--- src/rtl/piso_pkg.sv ---
// Shared types and constants for the PISO JK transmitter.
package piso_pkg;

  typedef enum logic {
    ST_IDLE  = 1'b0,
    ST_SHIFT = 1'b1
  } state_e;

  localparam int PISO_WIDTH_DEF = 4;

endpackage

--- src/rtl/jk_ff.sv ---
// JK flip-flop with asynchronous active-high clear.
module jk_ff (
  input  logic clk,
  input  logic rst,
  input  logic j,
  input  logic k,
  output logic q
);

  always_ff @(posedge clk or posedge rst) begin
    if (rst) begin
      q <= 1'b0;
    end else begin
      unique case ({j, k})
        2'b00:   q <= q;
        2'b01:   q <= 1'b0;
        2'b10:   q <= 1'b1;
        default: q <= ~q;
      endcase
    end
  end

endmodule

--- src/rtl/piso_jk_tx.sv ---
// Parallel-in serial-out transmitter, MSB first, JK shift stages.
module piso_jk_tx
  import piso_pkg::*;
#(
  parameter int WIDTH = PISO_WIDTH_DEF
) (
  input  logic             clk,
  input  logic             rst,
  input  logic [WIDTH-1:0] din,
  input  logic             load_valid,
  output logic             load_ready,
  output logic             sout,
  output logic             sout_valid,
  output logic             last,
  output logic             busy
);

  localparam int CW = $clog2(WIDTH);
  localparam logic [CW-1:0] CNT_LAST = CW'(WIDTH - 1);

  state_e          state_q;
  logic [CW-1:0]   cnt_q;
  logic [WIDTH-1:0] shreg_q;
  logic [WIDTH-1:0] shreg_d;
  logic            hs;

  assign busy       = (state_q == ST_SHIFT);
  assign last       = busy && (cnt_q == CNT_LAST);
  assign load_ready = !rst && (!busy || last);
  assign hs         = load_valid && load_ready;
  assign sout       = busy && shreg_q[WIDTH-1];
  assign sout_valid = busy;

  always_comb begin
    shreg_d = shreg_q;
    if (hs) begin
      shreg_d = din;
    end else if (busy) begin
      shreg_d = {shreg_q[WIDTH-2:0], 1'b0};
    end
  end

  // J = next bit, K = its complement: each stage behaves as a D flop.
  for (genvar g = 0; g < WIDTH; g++) begin : g_stage
    jk_ff u_stage (
      .clk (clk),
      .rst (rst),
      .j   (shreg_d[g]),
      .k   (~shreg_d[g]),
      .q   (shreg_q[g])
    );
  end

  always_ff @(posedge clk or posedge rst) begin
    if (rst) begin
      state_q <= ST_IDLE;
      cnt_q   <= '0;
    end else if (hs) begin
      state_q <= ST_SHIFT;
      cnt_q   <= '0;
    end else if (busy) begin
      if (last) begin
        state_q <= ST_IDLE;
        cnt_q   <= '0;
      end else begin
        cnt_q <= cnt_q + CW'(1);
      end
    end
  end

endmodule

--- config.mk ---
export PLATFORM = sky130hd
export DESIGN_NAME = piso_jk_tx
export DESIGN_NICKNAME = d
export VERILOG_FILES = /design/src/rtl/piso_pkg.sv /design/src/rtl/jk_ff.sv /design/src/rtl/piso_jk_tx.sv
export SDC_FILE = /design/constraint.sdc
export NUM_CORES = 1
export LEC_CHECK = 0
export BUFFER_PORTS_ARGS = -buffer_cell sky130_fd_sc_hd__buf_2
export CORE_MARGIN = 4
export CORE_UTILIZATION = 30
export DETAILED_ROUTE_END_ITERATION = 16
export GPL_TIMING_DRIVEN = 0
export SYNTH_ARGS = -nofsm -noshare
export SYNTH_HDL_FRONTEND = slang
export SYNTH_HIERARCHICAL = 1
export SYNTH_SLANG_ARGS = --single-unit
export TNS_END_PERCENT = 1
--- constraint.sdc ---
create_clock -name clk -period 1.9 [get_ports clk]
set_clock_uncertainty 0.15 [all_clocks]
set_input_delay 0.095 -clock clk [delete_from_list [all_inputs] [get_ports clk]]
set_output_delay 0.095 -clock clk [all_outputs]
set_load 0.005 [all_outputs]
## Word level (Yosys, flattened, before mapping)

Cells that the tools add are included.

- Output and inout port bits: 5
- Register bits after elaboration: 7

- Reduce and logical (&&, ||, !) cells: 12
- Equal/unequal tests: 9
- Mux-type cells: 12
- Add/sub/neg operators: 1
- Bitwise logic cells: 8

Operators with widths:

| cell | number |
|---|---|
| 1-bit one-hot mux with 3 select lines | 4 |
| 2-bit equality test (second input constant) | 5 |
| 2-bit by 1-bit equality test with 1-bit output (second input constant) | 4 |
| 2-bit logical NOT | 4 |
| 4-bit two-way mux | 2 |
| 1-bit inverter | 8 |
| 2-bit two-way mux | 3 |
| 1-bit logical AND | 4 |
| 1-bit two-way mux | 3 |
| 2-bit by 1-bit adder with 2-bit output (second input constant) | 1 |
| 1-bit logical NOT | 2 |
| 2-bit nonzero test | 1 |
| 1-bit logical OR | 1 |

## Logic depth before layout (Yosys ltp)

Gate-level depths: netlist of run 1.

- Depth after elaboration: 9
- Mapped depth: 8

## Cells and area by module

The synthesis of run 1 kept the hierarchy.

By module, submodules not included:

| module | sequential area each (µm²) | cells an instance | times used | area an instance (µm²) |
|---|---|---|---|---|
| jk_ff | 25.0 | 10 | 4 | 96.3 |
| piso_jk_tx | 75.1 | 29 | 1 | 341.6 |

## Worst setup path before layout of run 1

Ideal clock, no wire load.

- Path type: register -> register
- From: reg cnt_q[0]
- To: reg g_stage[0].u_stage.q
- Required time: 1663 ps
- Setup slack: -133 ps
- Data arrival time: 1796 ps
- Cell stages (with the launch flop): 9
- Clock period less this slack: 2033 ps
- Cells stage by stage: dfrtp_1 ha_1 nand2b_4 nand3_4 mux2_4 inv_1 ha_1 nor3b_2 a211oi_2

- Word-level cells in the longest chain between the ends: 9

Ends and longest elaborated chain:

| element | line | source |
|---|---|---|
| start: declaration | piso_jk_tx.sv:22 | `logic [CW-1:0] cnt_q;` |
| start signal: assignment | piso_jk_tx.sv:66 | `cnt_q <= cnt_q + CW'(1);` |
| 2-bit equality test * | piso_jk_tx.sv:28 | `assign last = busy && (cnt_q == CNT_LAST);` |
| 1-bit logical AND * | piso_jk_tx.sv:28 |  |
| 1-bit logical OR * | piso_jk_tx.sv:29 | `assign load_ready = !rst && (!busy \|\| last);` |
| 1-bit logical AND * | piso_jk_tx.sv:29 |  |
| 1-bit logical AND * | piso_jk_tx.sv:30 | `assign hs = load_valid && load_ready;` |
| 4-bit two-way mux * | piso_jk_tx.sv:36 | `if (hs) begin` |
| net shreg_d[0] | piso_jk_tx.sv:24 | `logic [WIDTH-1:0] shreg_d;` |
| 1-bit inverter | piso_jk_tx.sv:49 | `.k (~shreg_d[g]),` |
| 2-bit equality test, or another cell as far along | jk_ff.sv:14 | `unique case ({j, k})` |
| 1-bit one-hot mux with 3 select lines | jk_ff.sv:14 |  |
| end signal: assignment | jk_ff.sv:15 | `2'b00: q <= q;` |
| end signal: assignment | jk_ff.sv:18 | `default: q <= ~q;` |
| end: declaration | jk_ff.sv:7 | `output logic q` |

Mark *: on every way through the listed nets, which the timed path passes. The rest lies on a longest branch.
A chain may end at the register's enable or synchronous reset.

## Worst setup path in the final report of run 1

- From: reg cnt_q[1]
- To: reg g_stage[0].u_stage.q

The elaborated chain is that of the path after synthesis.

==> flow_summary.yaml, run 1 <==
status:
  run_status: "finished, violations left"
  violations: "negative setup slack"
synth:
  synth_top_family_by_area: "simple AND/OR/NAND/NOR gates"
  syn_avg_cell_area_um2: 10.5
  synth_area_leaders: "dfrtp_1, ha_1, mux2_4"
  yosys.area_share.simple_pct: 22.5
  ys.flop_type: "dfrtp_1"
  yosysTopAreaCellShare_pct: 24.1
  yosys.area_share.adder_pct: 15.5
  syn-cell-area_um2: 727
  synth_seq_area_share_pct: 24.1
  synth_nets: 85
  ys_types: 20
  synthXorXnorAreaFrac_pct: 0
  synth_cells: 69
  synth_edf_count: 0
  synthMuxAreaShare_pct: 19.8
  yosysTopAreaCell: "dfrtp_1"
  synth.most_common_cell: "inv_1"
  synthArstFlopShare_pct: 100
  yosys-top-cells-count: "inv_1, ha_1, dfrtp_1, mux2i_1"
  synth_compound_area_share_pct: 8.78
  yosys_warnings: 6
  ys_ff_latch: 7
clock_network:
  cts.sinks: 7
  cts_tree: "yes"
  cts.clk_slew.worst_paths_ps: 50
  worstSkewPairLatency_ps: 260
  htreeDepth: 1
  clockBufferDepth: 2
  clockRootBuffer: "clkbuf_4"
  numCtsBuffers: 3
power_and_ir_drop:
  pwr-share-clk_pct: 7.3
  leakage_uw: 0.000499
  power_frac_seq_pct: 16.3
  power_frac_comb_pct: 76.4
  p_sw_uw: 771
  peakVddDrop_mv: 0.730
  p_per_area_nw_per_um2: 1950
  switching_share_pct: 40.3
  intPower_uw: 1140
drt:
  wl_mm: 1.34
  final_antenna_net_count: 0
  first_iter_violations: 4
  wl_per_cell_um: 11.2
  route.detailed.drc: 0
  vias: 558
  vias_per_cell: 4.65
  firstDrtPassIters: 2
critical_path:
  worstPathRequired_ps: 1920
  cpPeakStageDelay_ps: 380
  rr_startpoint: "cnt_q[1]"
  ff2ff_path_depth: 8
  critPathLaunchType: "flop"
  cp_slowest_cell: "dfrtp_1"
  timing.rr.end: "g_stage[0].u_stage/q"
  arrival_ps: 2020
  path_class: "flop to flop"
  r2r_slack_ps: -100
  setup.worst_path.start: "cnt_q[1]"
  path_max_fanout: 5
  endpoint_kind: "flop"
  cp-endpoint: "g_stage[0].u_stage/q"
  worstPathCellList: "ha_2 -> nand2b_4 -> nand3_4 -> mux2_4 -> inv_2 -> ha_4 -> nor3b_4 -> a211oi_2"
sta:
  fmax_mhz: 500
  drv_slew: 0
  setup_ws_ps: -99.2
  min_period_ps: 2000
  timing.final.crit_share_pct: 105
  rsz0062_at_grt: "yes"
  final-hold-violation-count: 0
  setup_violations: 4
  slew-limit-headroom_pct: 86.5
  tightestPinTransition_ps: 202
final_layout:
  fillCellCount: 223
  final_area_um2: 982
  drive_above_1_share_pct: 52.2
  final_util_pct: 43.6
  diodes: 0
  finalNetCount: 109
  area_growth_pct: 35.1
floorplanning:
  dieArea_um2: 3270
  start_util_pct: 32.2
  dieWidth_um: 57.2
  fp.dieH_um: 57.2
  pin_count: 12
  rows: 17
  core_area_um2: 2250
placement:
  place_area_um2: 870
  io_buffer_count: 11
  dpl.hpwl_um: 975
  gp_congestion: 0.776
global_routing:
  grt_pass1_wl_mm: 2.53
  grtUsageTotal_pct: 10.1
  grt_overflow: 0
  grt_pass1_vias: 590
  grt_max_degree: 10
  antenna_found_initial: 0
worst_hold_path:
  hold_class: "primary input to asynchronous set/reset pin"
job:
  maxCapViolCount: 0
[layer usage]
layer / share of wire [%] / track usage [%]
met2: 46 / 16.5
met5: 0 / 0
met1: 46 / 11.7
met4: 2.0 / 5.96
met3: 5.1 / 2.71
[timing repair]
item                       in CTS  in global routing
hold endpoints to repair        8                  0
setup endpoints to repair       4                  4
pin swaps                       0                  0
hold buffers                    6                  0
setup buffers                   1                  0
gates resized for setup         1                  1
cloned                          1                  0
[state kept, by name, indices dropped and copies added, names as in the netlist]
name               count
cnt_q                  2
busy                   1
g_stage.u_stage/q      4
[layout by cell type, fill, tap and decap left out, drive strengths merged]
| master | n |
|---|---|
| mux2 | 7 |
| nand2b | 1 |
| mux2i | 5 |
| nor3b | 4 |
| a211oi | 4 |
| a21oi | 1 |
| ha | 9 |
| dlygate4sd3 | 6 |
| nor2b | 4 |
| clkbuf | 4 |
| and2 | 3 |
| and2b | 2 |
| buf | 14 |
| inv | 13 |
| nand3 | 2 |
| dfrtp | 7 |
| nand2 | 1 |
| nor2 | 4 |
| o2bb2ai | 1 |
[per-stage QoR]
stage | instances | setup TNS, ps | setup WS (ps) | hold WS [ps] | total power [µW]
after floorplan | 69 | -47.6 | -11.9 | -326 | 1460
after CTS | 120 | -433 | -129 | 81.4 | 1930
final | 120 | -343 | -99.2 | 80.0 | 1910
after detailed placement | 108 | -565 | -166 | -169 | 1710
after global placement | 108 | -426 | -114 | -174 | 1650
after global routing | 120 | -750 | -200 | 77.1 | 2110
[cell type report]
cell class / instances / area [µm²] / area share (%)
Buffer: 2 / 18.8 / 1.91
Clock buffer: 4 / 26.3 / 2.68
Inverter: 13 / 51.3 / 5.22
Multi-Input combinational cell: 48 / 553 / 56.3
Sequential cell: 7 / 175 / 17.8
Tap cell: 28 / 35.0 / 3.57
Timing Repair Buffer: 18 / 123 / 12.5
[critical path: cells and delay by family, from the launching register on]
family          cells  cell delay (ps)
simple gates        3              450
flops               1              380
fa+ha+maj           2              380
mux                 1              320
compound gates      1              150
buf+inv             1               70
[cell families (layout without fill, tap and decap cells)]
logic type	after synthesis	count (layout)
flip-flops	7	7
AND/OR/NAND/NOR	20	21
buffers and inverters	15	37
adder cells (fa/ha/maj)	9	9
AO/OA/AOI/OAI	6	6
multiplexers	12	12
[power by group through the flow]
stage | sequential, µW | clock [µW] | combinational, µW
2_1_floorplan | 299 | 0 | 1160
3_3_place_gp | 312 | 0 | 1340
3_5_place_dp | 319 | 0 | 1390
4_1_cts | 313 | 142 | 1480
5_1_grt | 327 | 158 | 1630
6_report | 311 | 140 | 1460
[worst min-delay path by stage]
stage | to | slack [ps] | cells after the start
2_1_floorplan | g_stage[0].u_stage/q | -330 | 1
3_3_place_gp | g_stage[2].u_stage/q | -170 | 2
3_5_place_dp | g_stage[3].u_stage/q | -170 | 2
4_1_cts | g_stage[2].u_stage/q | 80 | 3
5_1_grt | g_stage[1].u_stage/q | 80 | 3
6_report | g_stage[3].u_stage/q | 80 | 3
No activity file was read; power rests on OpenSTA's default activity.
==> run 2, diff against run 1 <==
--- a/config.mk
+++ b/config.mk
@@ -9,3 +9,3 @@
 export CORE_MARGIN = 4
-export CORE_UTILIZATION = 30
+export CORE_UTILIZATION = 34
 export DETAILED_ROUTE_END_ITERATION = 16
--- a/constraint.sdc
+++ b/constraint.sdc
@@ -4,2 +4,2 @@
 set_output_delay 0.095 -clock clk [all_outputs]
-set_load 0.005 [all_outputs]
+set_load 0.05 [all_outputs]
==> run 2 against run 1 <==
The run still ends with negative setup slack left. Sequential share of layout area shrank 0.38 points. Setup slack gained 28 ps. Critical path type unchanged. Highest routed layer unchanged. Largest cell class unchanged. Cell area grew 2.9%. Global-route usage grew 1.1 points. Register-to-register slack gained 30 ps. Utilization grew 6.9 points. First-iteration DRC count grew 50%. Hold slack lost 4.8 ps. Count of clock-buffer cells in the layout is the same. Cell count is the same. Sequential cell count is the same.
==> flow_summary.yaml, run 2 (synthesis results as in run 1) <==
global_routing:
  grt_max_degree: 10
  antenna_found_initial: 0
  grt_pass1_wl_mm: 2.30
  grt_overflow: 0
  grt_pass1_vias: 562
  grtUsageTotal_pct: 11.1
clock_network:
  htreeDepth: 1
  numCtsBuffers: 3
  cts.sinks: 7
  cts.clk_slew.worst_paths_ps: 50
  clockBufferDepth: 2
  worstSkewPairLatency_ps: 250
  clockRootBuffer: "clkbuf_4"
  cts_tree: "yes"
sta:
  setup_ws_ps: -71.6
  slew-limit-headroom_pct: 83.4
  setup_violations: 4
  final-hold-violation-count: 0
  rsz0062_at_grt: "yes"
  min_period_ps: 1970
  timing.final.crit_share_pct: 104
  tightestPinTransition_ps: 250
  drv_slew: 0
  fmax_mhz: 507
final_layout:
  layout_common_cells: "buf_2, inv_1, mux2_4"
  drive_above_1_share_pct: 53.8
  area_growth_pct: 39.1
  finalNetCount: 110
  top_register: "g_stage.u_stage/q"
  layout_commonest_cell: "buf_2"
  diodes: 0
  largest_register_ffs: 4
critical_path:
  path_max_fanout: 5
  r2r_slack_ps: -70
  timing.rr.end: "g_stage[1].u_stage/q"
  path_class: "flop to flop"
  ff2ff_path_depth: 8
  critPathLaunchType: "flop"
  endpoint_kind: "flop"
  rr_startpoint: "cnt_q[0]"
  worstPathRequired_ps: 1920
  arrival_ps: 1990
job:
  maxCapViolCount: 0
drt:
  vias: 558
  route.detailed.drc: 0
  first_iter_violations: 6
  wl_met2_um: 671
  routedLengthMet1_um: 567
  wl_per_cell_um: 10.8
  top_layer: "met4"
  final_antenna_net_count: 0
  firstDrtPassIters: 2
  wl_mm: 1.29
  vias_per_cell: 4.65
  wl_met3_um: 30
floorplanning:
  pin_count: 12
  fp.dieH_um: 54.2
  core_area_um2: 2000
  start_util_pct: 36.3
  dieArea_um2: 2940
  dieWidth_um: 54.2
  rows: 16
placement:
  dpl.hpwl_um: 911
  io_buffer_count: 11
  place_ws_ps: -158
  gp_congestion: 0.697
status:
  run_status: "finished, violations left"
  violations: "negative setup slack"
worst_hold_path:
  hold_class: "primary input to asynchronous set/reset pin"
## run 2: what timing repair did
| action | 4_1_cts | 5_1_grt |
|---|---|---|
| resized for setup | 3 | 1 |
| gates cloned | 1 | 0 |
| hold endpoints to repair | 8 | 0 |
| buffers inserted | 2 | 0 |
| hold buffers | 6 | 0 |
| endpoints found under the setup margin | 4 | 4 |
## run 2: cell type report
class	instances	area [µm²]
Fill cell	183	991
Multi-Input combinational cell	48	577
Sequential cell	7	176
Timing Repair Buffer	19	130
Inverter	13	48.8
Tap cell	27	33.8
Clock buffer	4	26.3
Buffer	2	18.8
## run 2: metrics by stage
stage | instance area (µm²) | util, % | setup TNS (ps) | hold WS, ps | instances
finish | 1010 | 50.5 | -206 | 75.2 | 120
floorplan | 790 | - | -454 | -326 | 69
global route | 1010 | 50.5 | -574 | 80.9 | 120
CTS | 1000 | 50.2 | -276 | 70.9 | 120
detailed placement | 878 | 43.9 | -610 | -178 | 107
global placement | 878 | 43.9 | -580 | -177 | 107
## run 2: worst max path at each step
| stage | cells past startpoint | endpoint | slack [ps] | from |
|---|---|---|---|---|
| 6_report | 8 | g_stage[1].u_stage/q | -70 | cnt_q[0] |
| 2_1_floorplan | 7 | g_stage[1].u_stage/q | -110 | busy |
| 3_5_place_dp | 8 | g_stage[3].u_stage/q | -160 | cnt_q[0] |
| 3_3_place_gp | 8 | g_stage[3].u_stage/q | -150 | cnt_q[0] |
| 5_1_grt | 8 | g_stage[2].u_stage/q | -170 | cnt_q[0] |
| 4_1_cts | 8 | g_stage[2].u_stage/q | -70 | cnt_q[0] |
## run 2: worst max-delay path: stages, from the launching register on
cell and delay, ps:
dfrtp_1 380, ha_2 180, nand2b_4 160, nand3_4 140, mux2_4 330, inv_2 70, ha_4 190, nor3b_2 150
a211oi_2 130
## run 2: metal layers
layer  track usage [%]  up-vias
li1                  -      279
met1              12.9      267
met2              18.7        8
met3              1.63        4
met4              7.47        0
met5                 0        -
Power of run 2 is left out: the tool's default activity adds up to more than one toggle a clock period on the data nets, which glitch-free logic cannot reach.
==> run 3, diff against run 2 <==
CORE_ASPECT_RATIO = 1.2   (was unset)
CORE_UTILIZATION = 30   (was 34)
SKIP_CTS_REPAIR_TIMING = 1   (was unset)
==> run 3 against run 2 <==
The flow still finishes with violations (negative setup slack). Die area is 11% higher. Cell area is 0.62% higher. Via count is 2.0% lower. Critical path type unchanged.
==> flow_summary.yaml, run 3 (synthesis results as in run 1) <==
floorplanning:
  pin_count: 12
  rows: 19
  dieArea_um2: 3280
  fp.dieH_um: 61.9
  start_util_pct: 31.5
  dieWidth_um: 52.9
  core_area_um2: 2310
drt:
  first_iter_violations: 5
  final_antenna_net_count: 0
  route.detailed.drc: 0
  wl_per_cell_um: 10.7
  wl_mm: 1.34
  vias: 547
  vias_per_cell: 4.38
  firstDrtPassIters: 3
placement:
  dpl.hpwl_um: 994
  gp_congestion: 0.664
  place_area_um2: 883
  io_buffer_count: 11
critical_path:
  cpPeakStageDelay_ps: 380
  worstPathCellList: "ha_2 -> nand2b_4 -> nand3_2 -> mux2_4 -> inv_2 -> ha_4 -> nor3b_2 -> a211oi_2"
  cp_slowest_cell: "dfrtp_1"
  rr_startpoint: "cnt_q[0]"
  worstPathRequired_ps: 1910
  critPathLaunchType: "flop"
  setup.worst_path.start: "cnt_q[0]"
  path_class: "flop to flop"
  r2r_slack_ps: -100
  path_max_fanout: 4
  timing.rr.end: "g_stage[3].u_stage/q"
  ff2ff_path_depth: 8
  endpoint_kind: "flop"
  path_buf_inv: 1
  crit_family: "simple AND/OR/NAND/NOR gates"
  arrival_ps: 2010
status:
  violations: "negative setup slack"
  run_status: "finished, violations left"
final_layout:
  top_register: "g_stage.u_stage/q"
  layout_commonest_cell: "buf_2"
  fillCellCount: 232
  largest_register_ffs: 4
  area_growth_pct: 39.9
  final_area_um2: 1020
  diodes: 0
  drive_above_1_share_pct: 54.3
  layout_common_cells: "buf_2, inv_1, mux2_4"
  finalNetCount: 111
job:
  maxCapViolCount: 0
clock_network:
  cts.clk_slew.worst_paths_ps: 50
  htreeDepth: 1
  cts_tree: "yes"
  clockRootBuffer: "clkbuf_4"
  cts.sinks: 7
  clockBufferDepth: 2
  worstSkewPairLatency_ps: 250
  numCtsBuffers: 3
worst_hold_path:
  hold_class: "primary input to asynchronous set/reset pin"
global_routing:
  grt_overflow: 0
  grt_pass1_vias: 491
  grt_max_degree: 11
  grt_pass1_wl_mm: 1.99
  antenna_found_initial: 0
  grtUsageTotal_pct: 8.39
sta:
  final-hold-violation-count: 0
  setup_ws_ps: -97.8
  fmax_mhz: 501
  setup_violations: 4
  timing.final.crit_share_pct: 105
  hold_ws_ps: 86.8
  min_period_ps: 2000
  rsz0062_at_grt: "yes"
  tightestPinTransition_ps: 252
  drv_slew: 0
  slew-limit-headroom_pct: 83.3
run 3: changes by cell type in the layout (fill, tap and decap cells not counted):
cell | before | now
nor3b_2 | 1 | 2
buf_4 | 3 | 4
nor3b_4 | 3 | 2
run 3: layout make-up:
class	count	area, µm²	share of cell area (%)
buffer	2	18.8	1.85
clock buffer	4	26.3	2.58
inverter	13	48.8	4.80
multi-input combinational	48	571	56.1
sequential	7	176	17.3
tap	31	38.8	3.81
timing repair buffer	20	138	13.5
run 3: worst max path at each step:
stage,end,slack [ps],cells past startpoint
finish,g_stage[3].u_stage/q,-100,8
global route,g_stage[0].u_stage/q,-170,8
CTS,g_stage[2].u_stage/q,-200,8
detailed placement,g_stage[3].u_stage/q,-190,8
global placement,g_stage[3].u_stage/q,-160,8
floorplan,g_stage[1].u_stage/q,-110,7
run 3: stage by stage:
step / setup WS, ps / TNS [ps] / cells / utilization [%]
6_report: -97.8 / -310 / 125 / 44.1
2_1_floorplan: -115 / -454 / 69 / -
3_5_place_dp: -192 / -737 / 111 / 38.3
4_1_cts: -199 / -757 / 115 / 39.4
3_3_place_gp: -158 / -612 / 111 / 38.3
5_1_grt: -174 / -679 / 125 / 44.1
run 3: routing by layer:
layer  wire [µm]  track usage [%]  vias to the layer above
li1            -                -                      281
met1         513             8.61                      253
met2         744             15.1                        9
met3          42             2.86                        4
met4          40             4.38                        0
met5           0                0                        -
run 3: worst register-to-register path, stage by stage, from the launching register on:
cell and delay, ps:
dfrtp_1 380, ha_2 190, nand2b_4 170, nand3_2 150, mux2_4 330, inv_2 60
ha_4 190, nor3b_2 150, a211oi_2 140
Power of run 3 is left out for the same reason.
